$ cat config.mk
export PLATFORM = sky130hd
export DESIGN_NAME = link_sensores_arq
export DESIGN_NICKNAME = d
export VERILOG_FILES = /design/src/rtl/sensores_pkg.sv /design/src/rtl/verificador_paridade_param.sv /design/src/rtl/link_sensores_arq.sv
export SDC_FILE = /design/constraint.sdc
export NUM_CORES = 1
export LEC_CHECK = 0
export ABC_AREA = 1
export CORE_MARGIN = 1
export CORE_UTILIZATION = 51
export CTS_CLUSTER_DIAMETER = 30
export DETAILED_ROUTE_END_ITERATION = 12
export PLACE_DENSITY = 0.93
export SLEW_MARGIN = 20
export SYNTH_ARGS = -nofsm -noshare
export SYNTH_HDL_FRONTEND = slang
export SYNTH_SLANG_ARGS = --single-unit
export TNS_END_PERCENT = 1
$ cat constraint.sdc
create_clock -name clk -period 5.25 [get_ports clk]
set_clock_uncertainty 0.2 [all_clocks]
set_input_delay 1.05 -clock clk [delete_from_list [all_inputs] [get_ports clk]]
set_output_delay 1.05 -clock clk [all_outputs]
set_load 0.1 [all_outputs]
$ cat src/rtl/sensores_pkg.sv
`default_nettype none
// ============================================================================
// Module      : sensores_pkg
// Description : Shared definitions for the sensor acquisition link.
//               - FSM state encoding (OCIOSO, ENVIA, VERIFICA)
//               - failure counter width and saturation value
//               - packet field-offset helpers
// Revision    : 1.0 - initial release
// ============================================================================
package sensores_pkg;

    typedef enum logic [1:0] {
        OCIOSO   = 2'd0,
        ENVIA    = 2'd1,
        VERIFICA = 2'd2
    } estado_t;

    localparam int LARGURA_FALHAS = 8;
    localparam logic [LARGURA_FALHAS-1:0] FALHAS_SATURADO = 8'd255;

    // Address width: at least one bit even for tiny channel counts.
    function automatic int bits_endereco(input int n_canais);
        return (n_canais > 2) ? $clog2(n_canais) : 1;
    endfunction

    // Packet layout, MSB to LSB: {parity, address, data}.
    function automatic int largura_pacote(input int a, input int largura);
        return 1 + a + largura;
    endfunction

    function automatic int pos_paridade(input int a, input int largura);
        return a + largura;
    endfunction

    function automatic int lsb_endereco(input int largura);
        return largura;
    endfunction

endpackage
`default_nettype wire

$ cat src/rtl/verificador_paridade_param.sv
`default_nettype none
// ============================================================================
// Module      : verificador_paridade_param
// Description : Receive-side parity checker. A packet carries even parity
//               over all of its bits, so any nonzero XOR is an error.
// Ports       : pacote [P-1:0] in  - captured packet
//               erro          out - 1 when the packet parity is odd
// Revision    : 1.0 - initial release
// ============================================================================
module verificador_paridade_param #(
    parameter int P = 12
) (
    input  logic [P-1:0] pacote,
    output logic         erro
);

    assign erro = ^pacote;

endmodule
`default_nettype wire

$ cat src/rtl/link_sensores_arq.sv
`default_nettype none
// ============================================================================
// Module      : link_sensores_arq
// Description : Round-robin sensor acquisition link with parity-checked
//               internal transfer and bounded retransmission.
//               Build option: SENSORES_RETX_EN enables retransmission; when
//               undefined a bad packet is dropped immediately.
// Ports       : clk, rst (sync, active high)
//               sensores          in  flat channel inputs
//               habilita          in  start a transaction (sampled in OCIOSO)
//               erro_injetado     in  flips packet bit 0 on link capture
//               pacote            out latched packet {parity, addr, data}
//               pacote_valido     out high during ENVIA
//               solicitar_reenvio out pulse on parity failure
//               saidas            out verified per-channel data bank
//               atualizado        out one-hot write strobe for saidas
//               canal_ativo       out current/next channel
//               falhas            out saturating dropped-packet count
// Revision    : 1.0 - initial release
// ============================================================================
module link_sensores_arq
    import sensores_pkg::*;
#(
    parameter  int N_CANAIS     = 8,
    parameter  int LARGURA      = 8,
    parameter  int MAX_REENVIOS = 3,
    localparam int A            = bits_endereco(N_CANAIS),
    localparam int P            = largura_pacote(A, LARGURA)
) (
    input  logic                          clk,
    input  logic                          rst,
    input  logic [N_CANAIS*LARGURA-1:0]   sensores,
    input  logic                          habilita,
    input  logic                          erro_injetado,
    output logic [P-1:0]                  pacote,
    output logic                          pacote_valido,
    output logic                          solicitar_reenvio,
    output logic [N_CANAIS*LARGURA-1:0]   saidas,
    output logic [N_CANAIS-1:0]           atualizado,
    output logic [A-1:0]                  canal_ativo,
    output logic [LARGURA_FALHAS-1:0]     falhas
);

    localparam int            LSB_END      = lsb_endereco(LARGURA);
    localparam int            POS_PAR      = pos_paridade(A, LARGURA);
    localparam logic [A-1:0]  ULTIMO_CANAL = A'(N_CANAIS - 1);

    estado_t              estado;
    logic [P-1:0]         enlace;          // receive-side link register
    logic                 erro_enlace;
    logic [A-1:0]         endereco_enlace;
    logic [LARGURA-1:0]   dado_enlace;
    logic [LARGURA-1:0]   amostra;
    logic [A-1:0]         proximo_canal;
    logic                 verifica_ok;

    verificador_paridade_param #(
        .P (P)
    ) u_verificador (
        .pacote (enlace),
        .erro   (erro_enlace)
    );

    assign endereco_enlace = enlace[LSB_END +: A];
    assign dado_enlace     = enlace[LARGURA-1:0];
    assign amostra         = sensores[int'(canal_ativo) * LARGURA +: LARGURA];
    assign proximo_canal   = (canal_ativo == ULTIMO_CANAL) ? '0 : canal_ativo + 1'b1;
    assign verifica_ok     = (estado == VERIFICA) && !erro_enlace;
    assign pacote_valido   = (estado == ENVIA);

    // Write strobe coincides with the VERIFICA cycle; the bank itself
    // updates on the edge that closes that cycle.
    always_comb begin
        atualizado = '0;
        for (int k = 0; k < N_CANAIS; k++) begin
            atualizado[k] = verifica_ok && (endereco_enlace == A'(k));
        end
    end

`ifdef SENSORES_RETX_EN
    logic [3:0] tentativa;

    assign solicitar_reenvio = (estado == VERIFICA) && erro_enlace;

    always_ff @(posedge clk) begin
        if (rst) begin
            estado      <= OCIOSO;
            canal_ativo <= '0;
            tentativa   <= '0;
            pacote      <= '0;
            enlace      <= '0;
            saidas      <= '0;
            falhas      <= '0;
        end else begin
            case (estado)
                OCIOSO: begin
                    if (habilita) begin
                        pacote    <= {^{canal_ativo, amostra}, canal_ativo, amostra};
                        tentativa <= '0;
                        estado    <= ENVIA;
                    end
                end
                ENVIA: begin
                    enlace <= pacote ^ {{(P-1){1'b0}}, erro_injetado};
                    estado <= VERIFICA;
                end
                VERIFICA: begin
                    if (!erro_enlace) begin
                        for (int k = 0; k < N_CANAIS; k++) begin
                            if (endereco_enlace == A'(k)) begin
                                saidas[k*LARGURA +: LARGURA] <= dado_enlace;
                            end
                        end
                        canal_ativo <= proximo_canal;
                        estado      <= OCIOSO;
                    end else if (tentativa < 4'(MAX_REENVIOS)) begin
                        // Resend the same latched packet; never resample.
                        tentativa <= tentativa + 4'd1;
                        estado    <= ENVIA;
                    end else begin
                        if (falhas != FALHAS_SATURADO) begin
                            falhas <= falhas + 1'b1;
                        end
                        canal_ativo <= proximo_canal;
                        estado      <= OCIOSO;
                    end
                end
                default: estado <= OCIOSO;
            endcase
        end
    end
`else
    assign solicitar_reenvio = 1'b0;

    always_ff @(posedge clk) begin
        if (rst) begin
            estado      <= OCIOSO;
            canal_ativo <= '0;
            pacote      <= '0;
            enlace      <= '0;
            saidas      <= '0;
            falhas      <= '0;
        end else begin
            case (estado)
                OCIOSO: begin
                    if (habilita) begin
                        pacote <= {^{canal_ativo, amostra}, canal_ativo, amostra};
                        estado <= ENVIA;
                    end
                end
                ENVIA: begin
                    enlace <= pacote ^ {{(P-1){1'b0}}, erro_injetado};
                    estado <= VERIFICA;
                end
                VERIFICA: begin
                    if (!erro_enlace) begin
                        for (int k = 0; k < N_CANAIS; k++) begin
                            if (endereco_enlace == A'(k)) begin
                                saidas[k*LARGURA +: LARGURA] <= dado_enlace;
                            end
                        end
                    end else if (falhas != FALHAS_SATURADO) begin
                        falhas <= falhas + 1'b1;
                    end
                    canal_ativo <= proximo_canal;
                    estado      <= OCIOSO;
                end
                default: estado <= OCIOSO;
            endcase
        end
    end
`endif

    // Parity bit position is implied by the packet layout; kept for clarity.
    if (POS_PAR != P - 1) begin : g_layout_check
        $error("packet layout mismatch");
    end

endmodule
`default_nettype wire

After elaboration in Yosys (flattened, before gate mapping)
Cells that the tools add are included.
- $add $sub $neg: 2
- equal/unequal tests: 12
- shifts and indexed selects: 1
- muxes and demuxes: 3
- bitwise gates (word level): 2
- reduce and logical (&&, ||, !) cells: 24
- operators by type and width (cell ; number):
    64-bit by 7-bit variable part select with 8-bit output ; 1
    3-bit AND reduction ; 9
    3-bit equality test, second input constant ; 5
    12-bit XOR reduction ; 1
    12-bit by 1-bit bitwise XOR with 12-bit output ; 1
    11-bit XOR reduction ; 1
    1-bit logical AND ; 9
    8-bit by 1-bit adder with 8-bit output, second input constant ; 1
    8-bit inequality test, second input constant ; 1
    3-bit by 2-bit equality test with 1-bit output, second input constant ; 2
    2-bit one-hot mux with 2 select lines ; 1
    3-bit by 1-bit adder with 3-bit output, second input constant ; 1
    3-bit by 1-bit equality test with 1-bit output, second input constant ; 1
    3-bit zero test ; 1
    3-bit two-way mux ; 1
    2-bit by 1-bit equality test with 1-bit output, second input constant ; 1
    2-bit equality test, second input constant ; 1
    2-bit zero test ; 1
    2-bit two-way mux ; 1
    2-bit inequality test, second input constant ; 1
    2-bit AND reduction ; 1
    1-bit zero test ; 1
    1-bit NOT ; 1
- flip-flop bits (word level): 101
- bits of input ports: 68
- output and inout bits: 97
- logic and storage cells: 57

Logic depth before layout (Yosys ltp)
Gate-level depths: netlist of the first run.
- word-level depth: 4
- depth in mapped cells: 18
- gate-level depth less buffers: 17

Cells and area by module
From an unflattened synthesis of the first run, not the netlist that was laid out.
- cells, all modules: 769
- area, all modules: 4956.0 um^2
- modules (own cells, without submodules) (module ; instances ; cells each ; area an instance (um^2) ; seq. area each (um^2)):
    link_sensores_arq ; 1 ; 708 ; 4702.0 ; 2021.9
    verificador_paridade_param ; 1 ; 61 ; 254.0 ; 0.0

Worst setup path after synthesis of the first run
Ideal clock, no wire load.
- path type: reg-to-output
- from: reg enlace[8]
- to: out atualizado[0]
- arrival time: 2008 ps
- data required time: 4000 ps
- setup slack: 1992 ps
- cell stages (with the launch flop): 10
- path buffers: 0
- cell sequence: dfxtp_1 inv_1 ha_1 xor2_1 xor2_1 inv_1 nand3_1 nand2_2 nand2_4 nor2_4
- word-level cells in the longest chain between the ends: 4
- RTL lines (what ; line ; text):
    start: declaration ; link_sensores_arq.sv:49 ; logic [P-1:0] enlace;
    start signal: assignment ; link_sensores_arq.sv:152 ; enlace <= pacote ^ {{(P-1){1'b0}}, erro_injetado};
    12-bit XOR reduction ; verificador_paridade_param.sv:17 ; assign erro = ^pacote;
    1-bit zero test ; n/a ;
    1-bit logical AND ; link_sensores_arq.sv:68 ; assign verifica_ok = (estado == VERIFICA) && !erro_enlace;
    1-bit logical AND (*) ; link_sensores_arq.sv:76 ; atualizado[k] = verifica_ok && (endereco_enlace == A'(k));
    end: declaration ; link_sensores_arq.sv:39 ; output logic [N_CANAIS-1:0] atualizado,
Every way passes the cells marked *; elsewhere a longest branch is shown, timed or not.

Worst setup path in the final report of the first run
- from: reg estado[1]
- to: out pacote_valido
- word-level cells in the longest chain between the ends: 1
- RTL lines (what ; line ; text):
    start: declaration ; link_sensores_arq.sv:48 ; estado_t estado;
    start signal: assignment ; link_sensores_arq.sv:137 ; estado <= OCIOSO;
    start signal: assignment ; link_sensores_arq.sv:148 ; estado <= ENVIA;
    start signal: assignment ; link_sensores_arq.sv:153 ; estado <= VERIFICA;
    2-bit by 1-bit equality test with 1-bit output ; link_sensores_arq.sv:69 ; assign pacote_valido = (estado == ENVIA);
    end: declaration ; link_sensores_arq.sv:36 ; output logic pacote_valido,
No other way between the ends.

==> metrics.txt, run 1 <==
status=completed; final period utilization=74.0%; GR Util met1=35.0%; Post-Place Cell Area=6820 um2; Hold Buf Count CTS=0; TritonCTS clock tree=yes; Min-Delay Path Depth=2; CP max stage delay=1.17 ns; share of layout cells above drive strength 1=4.28%; first-pass GRT wire length=22600 um; post-cts resize count=0; fin worst setup slack=1.36 ns; endpoints failing setup=0; top cells by area, synth=dfxtp_1 (39%), nand2_1 (14%), nor2_1 (11%), nand4_1 (8.0%), inv_1 (5.0%); Tmin final=3.89 ns; clock slew at reported path FFs=0.10 ns; grt met2 use=45.1%; Final GP Congestion=0.834; Num Clock Sinks=101; DR vias=5544; Initial Util=53.0%; IO buf count=163; global route hottest layer=met2; average wire per standard cell=13.0 um; Final Hold Fails=0; NumNets Final=1006; worst reg2reg setup slack=2.24 ns; crit path from=estado[1]; Total Power=1760 uW; met3 usage=4.17%; worst-path fanout max=23; DIE AREA=10700 um2; PD cells=252 nW/um2; Final HPWL DP=9820 um; FF-to-FF path depth=13; Yosys cell types=27; worst hold path type=flop to flop; worst path bufs/invs=3; Area growth syn-to-layout=33.9%; antenna-violating nets left=0; chip height=103 um; Reg-to-Reg Start=canal_ativo[1]; die width=103 um; Via density=5.19; total track usage=26.9%; endpoint type of the worst setup path=primary output; Yosys top cell by area=dfxtp_1; Post-Syn Area per Cell=6.57 um2; Worst-Margin Slew=1.01 ns; Post-Route WL=13900 um; critical path's most frequent cell=inv_1; worst flop-to-flop path endpoint=pacote[11]; Core Region=9860 um2; Cells after Synth=795; Worst EP required=4.00 ns; Post CTS Setup Buffer Count=0; Hold Path Sink=saidas[16]; slowest CP cell=clkdlybuf4s50_1; Syn Std Cell Area=5230 um2; Hold Crit Start=saidas[16]; hold slack=0.275 ns; largest net degree at the start of global routing=69; maximum capacitance violations=0; Seq cells post-synth=101; synth warn=0; Worst slew margin=32.2%; post-place setup slack=1.82 ns; post-synthesis sequential area ratio=38.7%; P_leak=0.00310 uW; vias in the first global route=4965; initial antenna violation count=0; ANT cells=0; Peak Freq=257 MHz; Max clock buf depth=2; Max VDD drop=0.228 mV; DR pass1 iterations=6; worst skew pair latency=0.36 ns; Arr. time, crit path=2.64 ns; RSZ-0062 raised after global routing=false; kind of cell adding the most delay to the critical path=buffers and inverters; Finished Cell Area=7000 um2; Initial DRC Count=427; I/O Pins=165; clock buffer count from CTS=9; row count=36; crit path cell chain=inv_1 -> nand2_1 -> inv_1 -> clkdlybuf4s50_1; root buf cell=clkbuf_8; CP Launch Type=flop; post-route DRC violation count=0; Crit Path Category=flop to primary output; share of the synthesized area in the top cell type=38.7%; htree depth=3; Final Max Slew Viols=0; leftover overflow at the end of global routing=0; post-synthesis net count=870; Setup TNS Final=0 ns
[worst reg2reg max path: cells and delay by family (launching register included)]
family	cells	cell delay (ns)
AO/OA/AOI/OAI	1	0.26
buffers and inverters	3	0.75
flip-flops	1	0.83
AND/OR/NAND/NOR	9	0.88
[cell families after synthesis]
| logic type | synth area share (%) |
|---|---|
| flops | 38.7 |
| simple gates | 40.4 |
| fa+ha+maj | 1.68 |
| compound gates | 6.61 |
| other cells | 0.0718 |
| buf+inv | 9.89 |
| xor+xnor | 2.68 |
[flip-flops by register name, summed over array words and instances (netlist names)]
name,flops
saidas,64
enlace,12
pacote,12
falhas,8
canal_ativo,3
estado,2
[report_power, final]
group / internal (uW) / total (uW) / leakage, uW / switching, uW
Combinational: 149 / 508 / 0.00219 / 359
Sequential: 789 / 812 / 0.000819 / 23.4
Clock: 175 / 445 / 0.0000836 / 270
Total: 1110 / 1760 / 0.00310 / 652
[per-layer routing]
| metal | part of all wire, % | wire [um] |
|---|---|---|
| met5 | 0 | 0 |
| met4 | 2.1 | 298 |
| met3 | 6.0 | 829 |
| met2 | 47 | 6590 |
| met1 | 44 | 6180 |
[cells in the final DEF, fill, tap and decap left out]
master	count
nand2_1	198
nor2_1	158
clkdlybuf4s50_1	155
dfxtp_1	101
inv_1	70
nand4_1	67
nand3_1	43
o21ai_0	35
a21oi_1	31
buf_4	12
xnor2_1	11
clkbuf_8	9
nor2_4	8
clkinv_1	8
ha_1	7
xor2_1	5
inv_2	2
a211oi_1	2
clkinvlp_4	2
or2_1	1
nand2_2	1
nand2_4	1
nor2_8	1
nand3b_1	1
nor3_1	1
conb_1	1
clkinv_2	1
clkinv_4	1
inv_6	1
inv_8	1
[synthesized netlist by cell type (all sizes together)]
| cell | count |
|---|---|
| a211oi | 2 |
| a21oi | 31 |
| buf | 22 |
| clkbuf | 20 |
| clkinv | 8 |
| conb | 1 |
| dfxtp | 101 |
| ha | 7 |
| inv | 72 |
| nand2 | 200 |
| nand3 | 43 |
| nand3b | 1 |
| nand4 | 67 |
| nor2 | 167 |
| nor3 | 1 |
| o21ai | 35 |
| or2 | 1 |
| xnor2 | 11 |
| xor2 | 5 |
[final cells by class]
type                    instances  area [um2]
fillers                       798        2870
multi-input cells             572        2690
flip-flops and latches        101        2020
repair buffers                167        1640
inverters                      80         300
well taps                     133         166
clock buffers                   9         124
clock inverters                 6        48.8
[per-stage QoR]
| stage | util (%) | instances |
|---|---|---|
| after floorplan | - | 795 |
| after global placement | 69.2 | 1053 |
| after detailed placement | 69.2 | 1053 |
| after CTS | 70.9 | 1068 |
| after global routing | 70.9 | 1068 |
| final | 70.9 | 1068 |
[how the worst max path moves through the flow]
| stage | cells after the start | slack, ns | endpoint |
|---|---|---|---|
| after floorplan | 9 | 1.99 | atualizado[0] |
| final | 4 | 1.36 | pacote_valido |
| after detailed placement | 4 | 1.82 | pacote_valido |
| after CTS | 4 | 1.39 | pacote_valido |
| after global placement | 4 | 1.87 | pacote_valido |
| after global routing | 4 | 1.24 | pacote_valido |
Note: power is estimated with default switching activity, not from simulation.
==> run 2, diff against run 1 <==
--- a/config.mk
+++ b/config.mk
@@ -7,10 +7,10 @@
 export LEC_CHECK = 0
 export ABC_AREA = 1
 export CORE_MARGIN = 1
-export CORE_UTILIZATION = 51
+export CORE_UTILIZATION = 42
 export CTS_CLUSTER_DIAMETER = 30
 export DETAILED_ROUTE_END_ITERATION = 12
-export PLACE_DENSITY = 0.93
+export PLACE_DENSITY = 0.82
 export SLEW_MARGIN = 20
 export SYNTH_ARGS = -nofsm -noshare
 export SYNTH_HDL_FRONTEND = slang
==> constraint.sdc (replaced) <==
create_clock -name clk -period 3.4 [get_ports clk]
set_clock_uncertainty 0.2 [all_clocks]
set_input_delay 0.68 -clock clk [delete_from_list [all_inputs] [get_ports clk]]
set_output_delay 0.68 -clock clk [all_outputs]
set_load 0.1 [all_outputs]
==> run 2 against run 1 <==
Against the previous run:
- first-iteration DRC count shrank 0.70%
- sequential power rose by 54%
- register-to-register slack got worse by 1.6 ns
- design area is 1.2% higher
- power increased by 71%
- die area grew 21%
- critical path depth increased by 6
- setup slack got worse by 1.2 ns
- clock-buffer cell count up 1
==> metrics.txt, run 2 (same netlist as run 1, synthesis figures left out) <==
final period utilization=95.6%; worst skew pair latency=0.33 ns; first-pass GRT wire length=22700 um; Hold Crit Start=saidas[43]; largest net degree at the start of global routing=89; RSZ-0062 raised after global routing=false; ANT cells=0; worst hold path type=flop to flop; Worst EP required=2.52 ns; endpoints failing setup=0; status=completed; row count=40; Largest Register=saidas; Post-Place Cell Area=6780 um2; PD cells=427 nW/um2; commonest non-fill, non-tap cell in the layout=nand2_1; root buf cell=clkbuf_16; Final Hold Fails=0; DR pass1 iterations=5; htree depth=3; Post-Route WL=14000 um; share of layout cells above drive strength 1=14.1%; TritonCTS clock tree=yes; Via density=4.93; Final HPWL DP=9960 um; DIE AREA=12900 um2; Reg-to-Reg Start=enlace[8]; post-route DRC violation count=0; Crit Path Category=flop to primary output; Worst-Margin Slew=0.651 ns; Max clock buf depth=2; CP max stage delay=0.37 ns; kind of cell adding the most delay to the critical path=simple AND/OR/NAND/NOR gates; post-place setup slack=0.488 ns; P_leak=0.00338 uW; Area growth syn-to-layout=35.5%; Arr. time, crit path=2.37 ns; worst path bufs/invs=3; chip height=114 um; vias in the first global route=4776; Peak Freq=308 MHz; antenna-violating nets left=0; Final GP Congestion=0.784; Tmin final=3.25 ns; Core Region=12100 um2; DR vias=5464; Finished Cell Area=7080 um2; Min-Delay Path Depth=2; maximum capacitance violations=0; Worst slew margin=56.5%; FF-to-FF path depth=11; average wire per standard cell=12.6 um; NumNets Final=1010; CP Launch Type=flop; max reg flops=64; Num Clock Sinks=101; WP depth=10; initial antenna violation count=0; Initial Util=43.3%; clock slew at reported path FFs=0.07 ns; Final Max Slew Viols=0; endpoint type of the worst setup path=primary output; clock buffer count from CTS=9; worst-path fanout max=9; Setup TNS Final=0 ns; I/O Pins=165; total track usage=21.5%; Max VDD drop=0.278 mV; slowest CP cell=dfxtp_1; crit path cell chain=inv_1 -> ha_1 -> xor2_1 -> xor2_1 -> inv_1 -> nand3_1 -> nand2_2 -> nand2_4 -> nor2_4 -> buf_12; fin worst setup slack=0.150 ns; Hold Buf Count CTS=0; IO buf count=163; Top Registers=saidas: 64 flops, enlace: 12 flops, pacote: 12 flops; die width=114 um; Initial DRC Count=424; hold slack=0.270 ns; most frequent cells in the layout=nand2_1 (198), nor2_1 (158), dfxtp_1 (101); leftover overflow at the end of global routing=0; crit path from=enlace[8]; filler cell count=1120
-- run 2: cell types whose count changed in the layout (fill, tap and decap cells not counted), sizes merged --
cell / before / now
clkinvlp: 2 / 1
clkbuf: 9 / 10
inv: 74 / 76
clkdlybuf4s50: 155 / 67
clkinv: 10 / 9
buf: 12 / 104
-- run 2: final timing paths --
| check | end | slack [ns] |
|---|---|---|
| worst min register to register | saidas[43] | 0.27 |
| worst min-delay path | saidas[43] | 0.27 |
| worst max register to register | falhas[6] | 0.68 |
| worst max-delay path | atualizado[3] | 0.15 |
-- run 2: repair_timing --
action,4_1_cts,5_1_grt
setup buffers,0,2
resized for setup,0,0
setup endpoints to repair,0,1
-- run 2: per-stage QoR --
stage	instances	total power, uW	utilization [%]
floorplan	795	1920	-
finish	1108	3020	58.7
CTS	1106	3040	58.6
global placement	1090	2050	56.2
detailed placement	1090	2060	56.2
global route	1108	3170	58.7
-- run 2: cell type report --
class	instances	area [um2]	area share, %
inverter	80	300	4.24
multi-input combinational	572	2690	38.0
tap	168	210	2.97
clock inverter	6	51.3	0.725
sequential	101	2020	28.6
clock buffer	10	239	3.38
timing repair buffer	171	1560	22.1
-- run 2: worst register-to-register path: cells and delay by family, from the launching register on --
family	cells	cell delay (ns)
and+or+nand+nor	4	0.77
DFF	1	0.37
AOI/OAI and AO/OA	1	0.18
buffers and inverters	3	0.47
adders and majority gates	1	0.31
xor gates and xnor gates	2	0.37
-- run 2: power by group --
group          internal [uW]  switching [uW]  leakage [uW]
Sequential              1220            31.3      0.000819
Clock                    529             459      0.000140
Combinational            226             561       0.00242
-- run 2: per-layer routing --
metal / GRT usage [%] / up-vias / share of wire [%]
li1: - / 2821 / -
met1: 28.4 / 2456 / 45
met2: 36.8 / 178 / 47
met3: 4.04 / 9 / 6.8
met4: 4.12 / 0 / 0.87
met5: 0 / - / 0
==> run 3, diff against run 2 <==
--- a/config.mk
+++ b/config.mk
@@ -6,11 +6,12 @@
 export NUM_CORES = 1
 export LEC_CHECK = 0
 export ABC_AREA = 1
-export CORE_MARGIN = 1
-export CORE_UTILIZATION = 42
+export CELL_PAD_IN_SITES_DETAIL_PLACEMENT = 0
+export CELL_PAD_IN_SITES_GLOBAL_PLACEMENT = 1
+export CORE_UTILIZATION = 29
 export CTS_CLUSTER_DIAMETER = 30
 export DETAILED_ROUTE_END_ITERATION = 12
-export PLACE_DENSITY = 0.82
+export PLACE_DENSITY = 0.83
 export SLEW_MARGIN = 20
 export SYNTH_ARGS = -nofsm -noshare
 export SYNTH_HDL_FRONTEND = slang
==> run 3 against run 2 <==
Against the previous run:
- non-clock buffer count up 1
- final cell count up 5.2%
- combinational power increased by 2%
- power increased by 5.8%
- sequential share of layout area decreased by 0.49 points
- sequential power is essentially flat
- via count decreased by 1.4%
==> metrics.txt, run 3 (same netlist as run 1, synthesis figures left out) <==
average wire per standard cell=13.3 um; Routed met3 length=1020 um; Worst slew margin=53.8%; Crit Path Category=flop to primary output; placed instance count=1148; Max VDD drop=0.256 mV; uppermost layer routed=met4; Initial Util=30.0%; post-route DRC violation count=0; max reg flops=64; root buf cell=clkbuf_16; RSZ-0062 raised after global routing=true; fin worst setup slack=0.111 ns; initial antenna violation count=0; Post-Route WL=15500 um; row count=48; DIE AREA=18600 um2; DR vias=5390; PD cells=444 nW/um2; worst-path fanout max=9; Reg-to-Reg Start=enlace[8]; worst skew pair latency=0.35 ns; commonest non-fill, non-tap cell in the layout=nand2_1; endpoint type of the worst setup path=primary output; met2 WL=6680 um; Final HPWL DP=10700 um; Hold Buf Count CTS=0; P_leak=0.00340 uW; Register Area=2020 um2; antenna-violating nets left=0; Worst-Margin Slew=0.691 ns; Hold Crit Start=saidas[22]; status=completed; TritonCTS clock tree=yes; leftover overflow at the end of global routing=0; first-pass GRT wire length=24800 um; Final GP Congestion=0.751; Num Clock Sinks=101; Final Hold Fails=0; Final Max Slew Viols=0; CP Launch Type=flop; ANT cells=0; Total Power=3200 uW; worst hold path type=flop to flop; NumNets Final=1011; DR pass1 iterations=4; vias in the first global route=4824; Worst EP required=2.52 ns; Largest Register=saidas; htree depth=3; Peak Freq=304 MHz; Area growth syn-to-layout=37.9%; Core Region=17400 um2; Tmin final=3.29 ns; chip height=136 um; maximum capacitance violations=0; M1 WL=7590 um; largest net degree at the start of global routing=84; endpoints failing setup=0; Top Registers=saidas: 64 flops, enlace: 12 flops, pacote: 12 flops; final period utilization=96.7%; total track usage=17.1%; post-place setup slack=0.484 ns; hold slack=0.270 ns; Via density=4.62; filler cell count=1850; clock buffer count from CTS=9; die width=136 um; Initial DRC Count=285; most frequent cells in the layout=nand2_1 (198), nor2_1 (158), dfxtp_1 (101); Arr. time, crit path=2.41 ns; clock slew at reported path FFs=0.07 ns; crit path from=enlace[8]; Max clock buf depth=2; fin cells=1166; multi-input logic area=2690 um2; IO buf count=163; I/O Pins=165; share of layout cells above drive strength 1=14.1%
[run 3: cell types whose count changed in the layout (fill, tap and decap cells not counted), sizes merged]
cell / change
inv: -3
bufinv: +2
clkbuf: +2
buf: +1
clkinvlp: -1
[run 3: path summary, 6_finish.rpt]
| check | endpoint | slack [ns] | depth (start not counted) |
|---|---|---|---|
| hold / removal | saidas[22] | 0.27 | 2 |
| setup / recovery | atualizado[2] | 0.11 | 10 |
| hold reg to reg | saidas[22] | 0.27 | 2 |
| setup reg to reg | falhas[3] | 0.60 | 11 |
[run 3: power breakdown]
group / internal (uW) / switching (uW) / total, uW
Combinational: 227 / 573 / 800
Sequential: 1220 / 28.6 / 1250
Clock: 690 / 463 / 1150
[run 3: cell type report]
cell class,count,share of cell area [%]
Multi-Input combinational cell,572,37.4
Inverter,80,4.17
Sequential cell,101,28.1
Timing Repair Buffer,172,21.8
Tap cell,225,3.91
Clock buffer,12,3.56
Clock inverter,4,1.08
[run 3: layer usage]
layer  global-route usage, %  up-vias
met5                       0        -
met4                    5.25        0
met3                    4.59       13
met2                    26.3      143
met1                    23.0     2417
li1                        -     2817
[run 3: what timing repair did]
| action | CTS | global route |
|---|---|---|
| setup buffers | 0 | 2 |
| endpoints found under the setup margin | 0 | 6 |
| resized for setup | 0 | 0 |
[run 3: per-stage QoR]
step	setup TNS, ns	instance area [um2]	util, %
after floorplan	0	5230	-
after global placement	0	6850	39.4
after detailed placement	0	6850	39.4
after CTS	0	7190	41.3
after global routing	-0.0970	7200	41.4
final	0	7200	41.4
[run 3: worst max-delay path: stages (launching register included)]
cell	delay [ns]
dfxtp_1	0.36
inv_1	0.09
ha_1	0.30
xor2_1	0.15
xor2_1	0.16
inv_1	0.06
nand3_1	0.10
nand2_2	0.11
nand2_4	0.18
nor2_4	0.31
buf_12	0.22
